[src/rtl/axi_burst_gen.sv]
// -----------------------------------------------------------------------------
// axi_burst_gen
//
// Splits one DMA transfer command (start byte address + bytes-to-transfer) into
// a sequence of AXI4 INCR address-channel requests. Each burst is limited to
// MAX_BURST_LEN beats and never crosses a BOUNDARY-byte address boundary. For
// every burst the strobes of its first and last data beat are supplied so the
// data mover can mask partial beats at unaligned ends.
//
// Ports:
//   aclk, areset      clock and synchronous active-high reset
//   cmd_valid/ready   command handshake; cmd_addr = start byte address,
//                     cmd_btt = bytes to transfer (0 is reported as an error)
//   ax_valid/ready    burst request handshake towards the AXI master
//   ax_addr, ax_len   burst start address and beats-1
//   ax_size, ax_burst constant beat size (log2 BYTE_LANES) and INCR type
//   ax_first_strb     byte strobe of the first beat of the burst
//   ax_last_strb      byte strobe of the last beat of the burst
//   busy              high whenever a command is in progress
//   done, err         one-cycle completion pulse; err marks a zero-length command
// -----------------------------------------------------------------------------
module axi_burst_gen #(
   parameter int ADDR_WIDTH    = 32,
   parameter int DATA_WIDTH    = 32,
   parameter int BYTE_LANES    = DATA_WIDTH / 8,
   parameter int MAX_BURST_LEN = 16,
   parameter int LEN_WIDTH     = 26,
   parameter int BOUNDARY      = 4096
) (
   input  logic                  aclk,
   input  logic                  areset,
   input  logic                  cmd_valid,
   output logic                  cmd_ready,
   input  logic [ADDR_WIDTH-1:0] cmd_addr,
   input  logic [LEN_WIDTH-1:0]  cmd_btt,
   output logic                  ax_valid,
   input  logic                  ax_ready,
   output logic [ADDR_WIDTH-1:0] ax_addr,
   output logic [7:0]            ax_len,
   output logic [2:0]            ax_size,
   output logic [1:0]            ax_burst,
   output logic [BYTE_LANES-1:0] ax_first_strb,
   output logic [BYTE_LANES-1:0] ax_last_strb,
   output logic                  busy,
   output logic                  done,
   output logic                  err
);

   localparam int SIZE  = $clog2(BYTE_LANES);
   localparam int BND_W = $clog2(BOUNDARY);
   // Arithmetic width: wide enough for off+rem+lanes and for BOUNDARY itself.
   localparam int CW    = ((LEN_WIDTH > BND_W) ? LEN_WIDTH : BND_W) + 2;

   typedef enum logic [1:0] {
      IDLE  = 2'd0,
      CALC  = 2'd1,
      ISSUE = 2'd2,
      DONE  = 2'd3
   } state_t;

   state_t                state_q, state_d;
   logic [ADDR_WIDTH-1:0] cur_addr_q;
   logic [LEN_WIDTH-1:0]  rem_q;
   logic [LEN_WIDTH-1:0]  cons_q;     // bytes covered by the burst being issued
   logic                  err_q;
   logic                  cmd_ready_q;

   // Burst geometry for the current address/remainder, consumed in CALC.
   logic [CW-1:0]         off_w, rem_w, tot, bnd, beats, span, cons_w, end_w;
   logic [BND_W-1:0]      al_mod;
   logic [BYTE_LANES-1:0] first_strb_d, last_strb_d;

   // ---------------------------------------------------------------------------
   // FSM state register
   // ---------------------------------------------------------------------------
   // NOTE: sequential state is always updated with non-blocking assignments so
   // every flop samples the pre-edge values of the others, independent of
   // process ordering in simulation.
   always_ff @(posedge aclk) begin
      if (areset) state_q <= IDLE;
      else        state_q <= state_d;
   end

   // ---------------------------------------------------------------------------
   // FSM next state
   // ---------------------------------------------------------------------------
   // NOTE: every variable of an always_comb gets a default first; a path that
   // leaves one unassigned would otherwise infer a latch.
   always_comb begin
      state_d = state_q;
      unique case (state_q)
         IDLE:    if (cmd_valid && cmd_ready_q)
                     state_d = (cmd_btt == '0) ? DONE : CALC;
         CALC:    state_d = ISSUE;
         ISSUE:   if (ax_ready)
                     state_d = (rem_q == cons_q) ? DONE : CALC;
         DONE:    state_d = IDLE;
         default: state_d = IDLE;
      endcase
   end

   // ---------------------------------------------------------------------------
   // Burst geometry
   // ---------------------------------------------------------------------------
   always_comb begin
      off_w  = CW'(cur_addr_q & ADDR_WIDTH'(BYTE_LANES - 1));
      rem_w  = CW'(rem_q);
      // Beat-aligned address modulo BOUNDARY gives the room left before the
      // boundary; the low lane bits are cleared so partial first beats count
      // as a whole beat.
      al_mod = BND_W'(cur_addr_q) & ~BND_W'(BYTE_LANES - 1);
      tot    = (off_w + rem_w + CW'(BYTE_LANES - 1)) >> SIZE;
      bnd    = (CW'(BOUNDARY) - CW'(al_mod)) >> SIZE;

      beats = tot;
      if (CW'(MAX_BURST_LEN) < beats) beats = CW'(MAX_BURST_LEN);
      if (bnd < beats)                beats = bnd;

      // Bytes actually moved: the burst span minus the leading skipped lanes,
      // unless the command ends inside the burst.
      span   = (beats << SIZE) - off_w;
      cons_w = (span < rem_w) ? span : rem_w;
      end_w  = (off_w + cons_w) & CW'(BYTE_LANES - 1);

      first_strb_d = '0;
      last_strb_d  = '0;
      for (int i = 0; i < BYTE_LANES; i++) begin
         first_strb_d[i] = (CW'(i) >= off_w);
         last_strb_d[i]  = (end_w == '0) || (CW'(i) < end_w);
      end
      // A single-beat burst is both first and last beat.
      if (beats == CW'(1)) begin
         first_strb_d = first_strb_d & last_strb_d;
         last_strb_d  = first_strb_d;
      end
   end

   // ---------------------------------------------------------------------------
   // Datapath registers
   // ---------------------------------------------------------------------------
   always_ff @(posedge aclk) begin
      if (areset) begin
         cur_addr_q    <= '0;
         rem_q         <= '0;
         cons_q        <= '0;
         err_q         <= 1'b0;
         cmd_ready_q   <= 1'b0;
         ax_addr       <= '0;
         ax_len        <= '0;
         ax_first_strb <= '0;
         ax_last_strb  <= '0;
      end else begin
         // Ready is registered so it stays low through the reset cycle and
         // rises on the first edge after release.
         cmd_ready_q <= (state_d == IDLE);
         unique case (state_q)
            IDLE: begin
               if (cmd_valid && cmd_ready_q) begin
                  cur_addr_q <= cmd_addr;
                  rem_q      <= cmd_btt;
                  err_q      <= (cmd_btt == '0);
               end
            end
            CALC: begin
               ax_addr       <= cur_addr_q;
               ax_len        <= 8'(beats - CW'(1));
               ax_first_strb <= first_strb_d;
               ax_last_strb  <= last_strb_d;
               cons_q        <= LEN_WIDTH'(cons_w);
            end
            ISSUE: begin
               if (ax_ready) begin
                  cur_addr_q <= cur_addr_q + ADDR_WIDTH'(cons_q);
                  rem_q      <= rem_q - cons_q;
               end
            end
            DONE: err_q <= 1'b0;
            default: ;
         endcase
      end
   end

   // ---------------------------------------------------------------------------
   // Outputs
   // ---------------------------------------------------------------------------
   assign cmd_ready = cmd_ready_q;
   assign ax_valid  = (state_q == ISSUE);
   assign busy      = (state_q != IDLE);
   assign done      = (state_q == DONE);
   assign err       = (state_q == DONE) && err_q;
   assign ax_size   = 3'(SIZE);
   assign ax_burst  = 2'b01;

endmodule

[config.mk]
export PLATFORM = sky130hd
export DESIGN_NAME = axi_burst_gen
export DESIGN_NICKNAME = d
export VERILOG_FILES = /design/src/rtl/axi_burst_gen.sv
export SDC_FILE = /design/constraint.sdc
export NUM_CORES = 1
export LEC_CHECK = 0
export CORE_MARGIN = 4
export CORE_UTILIZATION = 64
export CTS_BUF_LIST = sky130_fd_sc_hd__clkbuf_2 sky130_fd_sc_hd__clkbuf_4 sky130_fd_sc_hd__clkbuf_8
export DETAILED_ROUTE_END_ITERATION = 10
export PLACE_DENSITY_LB_ADDON = 0.2
export SKIP_CTS_REPAIR_TIMING = 1
export SLEW_MARGIN = 20
export SYNTH_ARGS = -nofsm -noshare
export SYNTH_HDL_FRONTEND = slang
export SYNTH_SLANG_ARGS = --single-unit
[constraint.sdc]
create_clock -name aclk -period 13.6 [get_ports aclk]
set_input_delay 3.4 -clock aclk [delete_from_list [all_inputs] [get_ports aclk]]
set_output_delay 3.4 -clock aclk [all_outputs]
set_load 0.01 [all_outputs]
==> reports/results.ini <==
[global_routing]
grt_pass1_wl_um = 53680
gr-total-overflow = 0
grt_start_max_net_pins = 86
grt_pass1_vias = 10130
grt_use_total_pct = 36.65
antenna_found_initial = 1

[floorplan]
die_w_um = 135.7
core_area_um2 = 15940
start_util_pct = 65.50
rows = 46
die_y_um = 135.7
dieArea_um2 = 18420
pin_count = 120

[power]
p_per_area_nw_per_um2 = 134.3
p_leak_nw = 4.691
swShare_pct = 44.44
irDropWorstVdd_mv = 0.1151
pwr-share-seq_pct = 29.1
power_mw = 1.620
p_switching_uw = 720.2
clkPwrFrac_pct = 21.7
internal_power_uw = 900.3
power_frac_comb_pct = 49.1

[routing]
drcViolationCount = 0
avgRoutedWirePerCell_um = 19.74
drt-total-wl_um = 33380
topRoutingLayerUsed = met5
route.met2.wl_um = 15210
dr_total_vias = 10780
dr.pass1.iters = 7
ant_nets = 0
wl_met1_um = 13970
vias_per_cell = 6.374
route.met3.wl_um = 2622
drtIter0Drc = 942

[clocking]
cts_tree = done
clk_latency_ns = 0.48
clock_path_buffers = 2
cts.root.buffer_cell = clkbuf_8
cts_buffers = 17
cts.htree.levels = 4
clock_sinks = 136
clk_pin_slew_ns = 0.09

[synth]
synthSimpleGateAreaFrac_pct = 24.22
synth_warnings = 0
ys_async_sr_fraction_pct = 0
synthAdderAreaFrac_pct = 12.32
synth-xor-area-share_pct = 6.374
synth_edf_count = 0
synth_area_um2 = 10440
postSynthAreaPerCell_um2 = 7.507
ys.flop_type = dfxtp_1
synth_cell_types = 79
synth.area.mux_share_pct = 0.9705
synth_compound_area_share_pct = 23.74
ys_seq_area_share_pct = 26.07
netlist_instances = 1391
synth_top_family_by_area = simple AND/OR/NAND/NOR gates
synth_seq_cells = 136

[place]
hpwlAfterDp_um = 24710
dp.cells = 1659
port_buffers = 114
place.gp.congestion = 0.9908

[hold_path]
worstHoldEndpoint = ax_first_strb[0]$_SDFFE_PP0N_
min_from = ax_first_strb[0]$_SDFFE_PP0N_
hold_path_depth = 2
min_path_type = reg2reg

[critical_path]
crit_top_cell = ha_1
worstPathArrival_ns = 10.30
r2r_setup_slack_ns = 3.67
cp_max_fo = 32
reg2regPathDepth = 43
reg2reg_from = cur_addr_q[1]$_SDFFE_PP0P_
crit_type = reg2reg
endpoint_kind = flop
start_kind = flop
r2r-end = ax_first_strb[2]$_SDFFE_PP0N_
cp_slowest_cell = a2111oi_4
max_stage_delay_ns = 0.53
critPathRequiredTime_ns = 13.97

[finish]
antenna_cells = 0
area_delta_synth_final_pct = 15.54
layoutNonFillerInstCount = 1691
layout-drive-gt1-share_pct = 4.475
final_nets = 1625

[timing]
worstMarginPinSlew_ns = 1.054
setup_violations = 0
max_freq_mhz = 100.7
finalSetupTns_ns = 0
finalCritPeriodShare_pct = 73.03
rsz0062_at_grt = false
finClkSkew_ns = 0.01548
hold_viol_final = 0
fin_crit_ns = 9.932
maxSlewHeadroom_pct = 29.59
slew_viol_final = 0

[run]
maxCapViolations = 0

[status]
outcome = finished clean

==> per-stage QoR <==
step	hold slack, ns	instance area [µm²]	setup slack [ns]	util [%]
floorplan	0.4444	10480	4.640	-
global placement	0.4375	11630	4.094	72.98
detailed placement	0.4456	11660	3.847	73.15
CTS	0.4571	12070	3.780	75.68
global route	0.4764	12070	2.807	75.68
finish	0.4558	12070	3.668	75.68
==> sequential cells by signal, indices dropped and copies added, names as in the netlist <==
name / count
cur_addr_q: 32
state_q: 2
cmd_ready: 1
ax_len: 8
ax_last_strb: 4
rem_q: 26
cons_q: 26
ax_first_strb: 4
err_q: 1
ax_addr: 32
==> cell usage after synthesis (4+ instances only) <==
cell	n	area, µm²
nand4_1	16	100.1
nand3_1	46	230.2
or3_1	13	81.33
dfxtp_1	136	2723
nor3_1	42	210.2
a31oi_1	13	81.33
ha_1	98	1226
a21boi_0	4	30.03
buf_2	8	40.04
and3_1	19	118.9
a211oi_1	42	315.3
xor2_1	25	219.0
buf_4	7	52.55
a221oi_1	8	70.07
xnor2_1	51	446.7
o41a_1	4	45.04
or2_2	6	37.54
nand3b_1	4	30.03
inv_1	81	304.0
a311oi_1	26	227.7
o22ai_1	7	43.79
clkbuf_1	57	214.0
o31ai_1	4	30.03
o21a_1	4	30.03
nand2_1	193	724.4
a21oi_1	115	575.6
mux2i_1	9	90.09
or4_1	4	30.03
a2111oi_0	8	70.07
nor4_1	13	81.33
nand2b_1	16	100.1
a211o_1	4	35.03
and2_1	16	100.1
nor2b_1	12	75.07
o21bai_1	12	90.09
o21ai_0	48	240.2
buf_1	9	33.78
a21o_1	24	180.2
nor2_1	119	446.7
==> layer usage <==
metal / up-vias / GRT usage (%)
met2: 481 / 58.08
met5: - / 0
met4: 2 / 17.30
met1: 5057 / 48.29
met3: 112 / 6.798
li1: 5126 / -
==> power groups by stage <==
stage | registers, mW | logic (mW) | clock network (mW)
after floorplan | 0.459 | 0.587 | 0
after global placement | 0.479 | 0.757 | 0
after detailed placement | 0.479 | 0.774 | 0
after CTS | 0.470 | 0.780 | 0.353
after global routing | 0.475 | 0.874 | 0.369
final | 0.472 | 0.796 | 0.352
==> logic make-up (layout without fill, tap and decap cells) <==
logic type	after synthesis	in the layout
flip-flops	136	136
multiplexers	10	10
AO/OA/AOI/OAI	366	366
adder cells (fa/ha/maj)	101	101
buffers and inverters	164	239
other	2	11
AND/OR/NAND/NOR	536	536
XOR/XNOR	76	76
==> cell type report <==
type	count	area [µm²]
tap	216	270.3
sequential	136	2723
clock buffer	18	247.7
fill	1297	3877
timing repair buffer	124	1234
multi-input combinational	1100	7124
clock inverter	14	155.1
inverter	83	311.5
==> how the worst max path moves through the flow <==
stage                                from                            end  slack [ns]  cells past startpoint
6_report       cur_addr_q[1]$_SDFFE_PP0P_  ax_first_strb[2]$_SDFFE_PP0N_        3.67                     43
2_1_floorplan  cur_addr_q[1]$_SDFFE_PP0P_  ax_first_strb[2]$_SDFFE_PP0N_        4.64                     43
5_1_grt        cur_addr_q[1]$_SDFFE_PP0P_  ax_first_strb[2]$_SDFFE_PP0N_        2.81                     43
3_5_place_dp   cur_addr_q[1]$_SDFFE_PP0P_  ax_first_strb[2]$_SDFFE_PP0N_        3.85                     42
3_3_place_gp   cur_addr_q[1]$_SDFFE_PP0P_  ax_first_strb[2]$_SDFFE_PP0N_        4.09                     42
4_1_cts        cur_addr_q[1]$_SDFFE_PP0P_  ax_first_strb[2]$_SDFFE_PP0N_        3.78                     42
==> cells in the final DEF, fill, tap and decap left out, types with 46 or more instances in the layout <==
cell type / instances
nor2_1: 118
xnor2_1: 51
o21ai_0: 48
nand2_1: 192
inv_1: 81
dfxtp_1: 136
a21oi_1: 115
clkdlybuf4s50_1: 113
nand3_1: 46
ha_1: 98
==> worst max-delay path: cells and delay by family, from the launching register on <==
family | cells | cell delay (ns)
AOI/OAI and AO/OA | 13 | 2.77
xor gates and xnor gates | 3 | 0.39
adders and majority gates | 7 | 2.11
buffers and inverters | 4 | 0.78
DFF | 1 | 0.51
muxes | 1 | 0.18
and+or+nand+nor | 15 | 3.09
(Power assumes the default switching activity.)
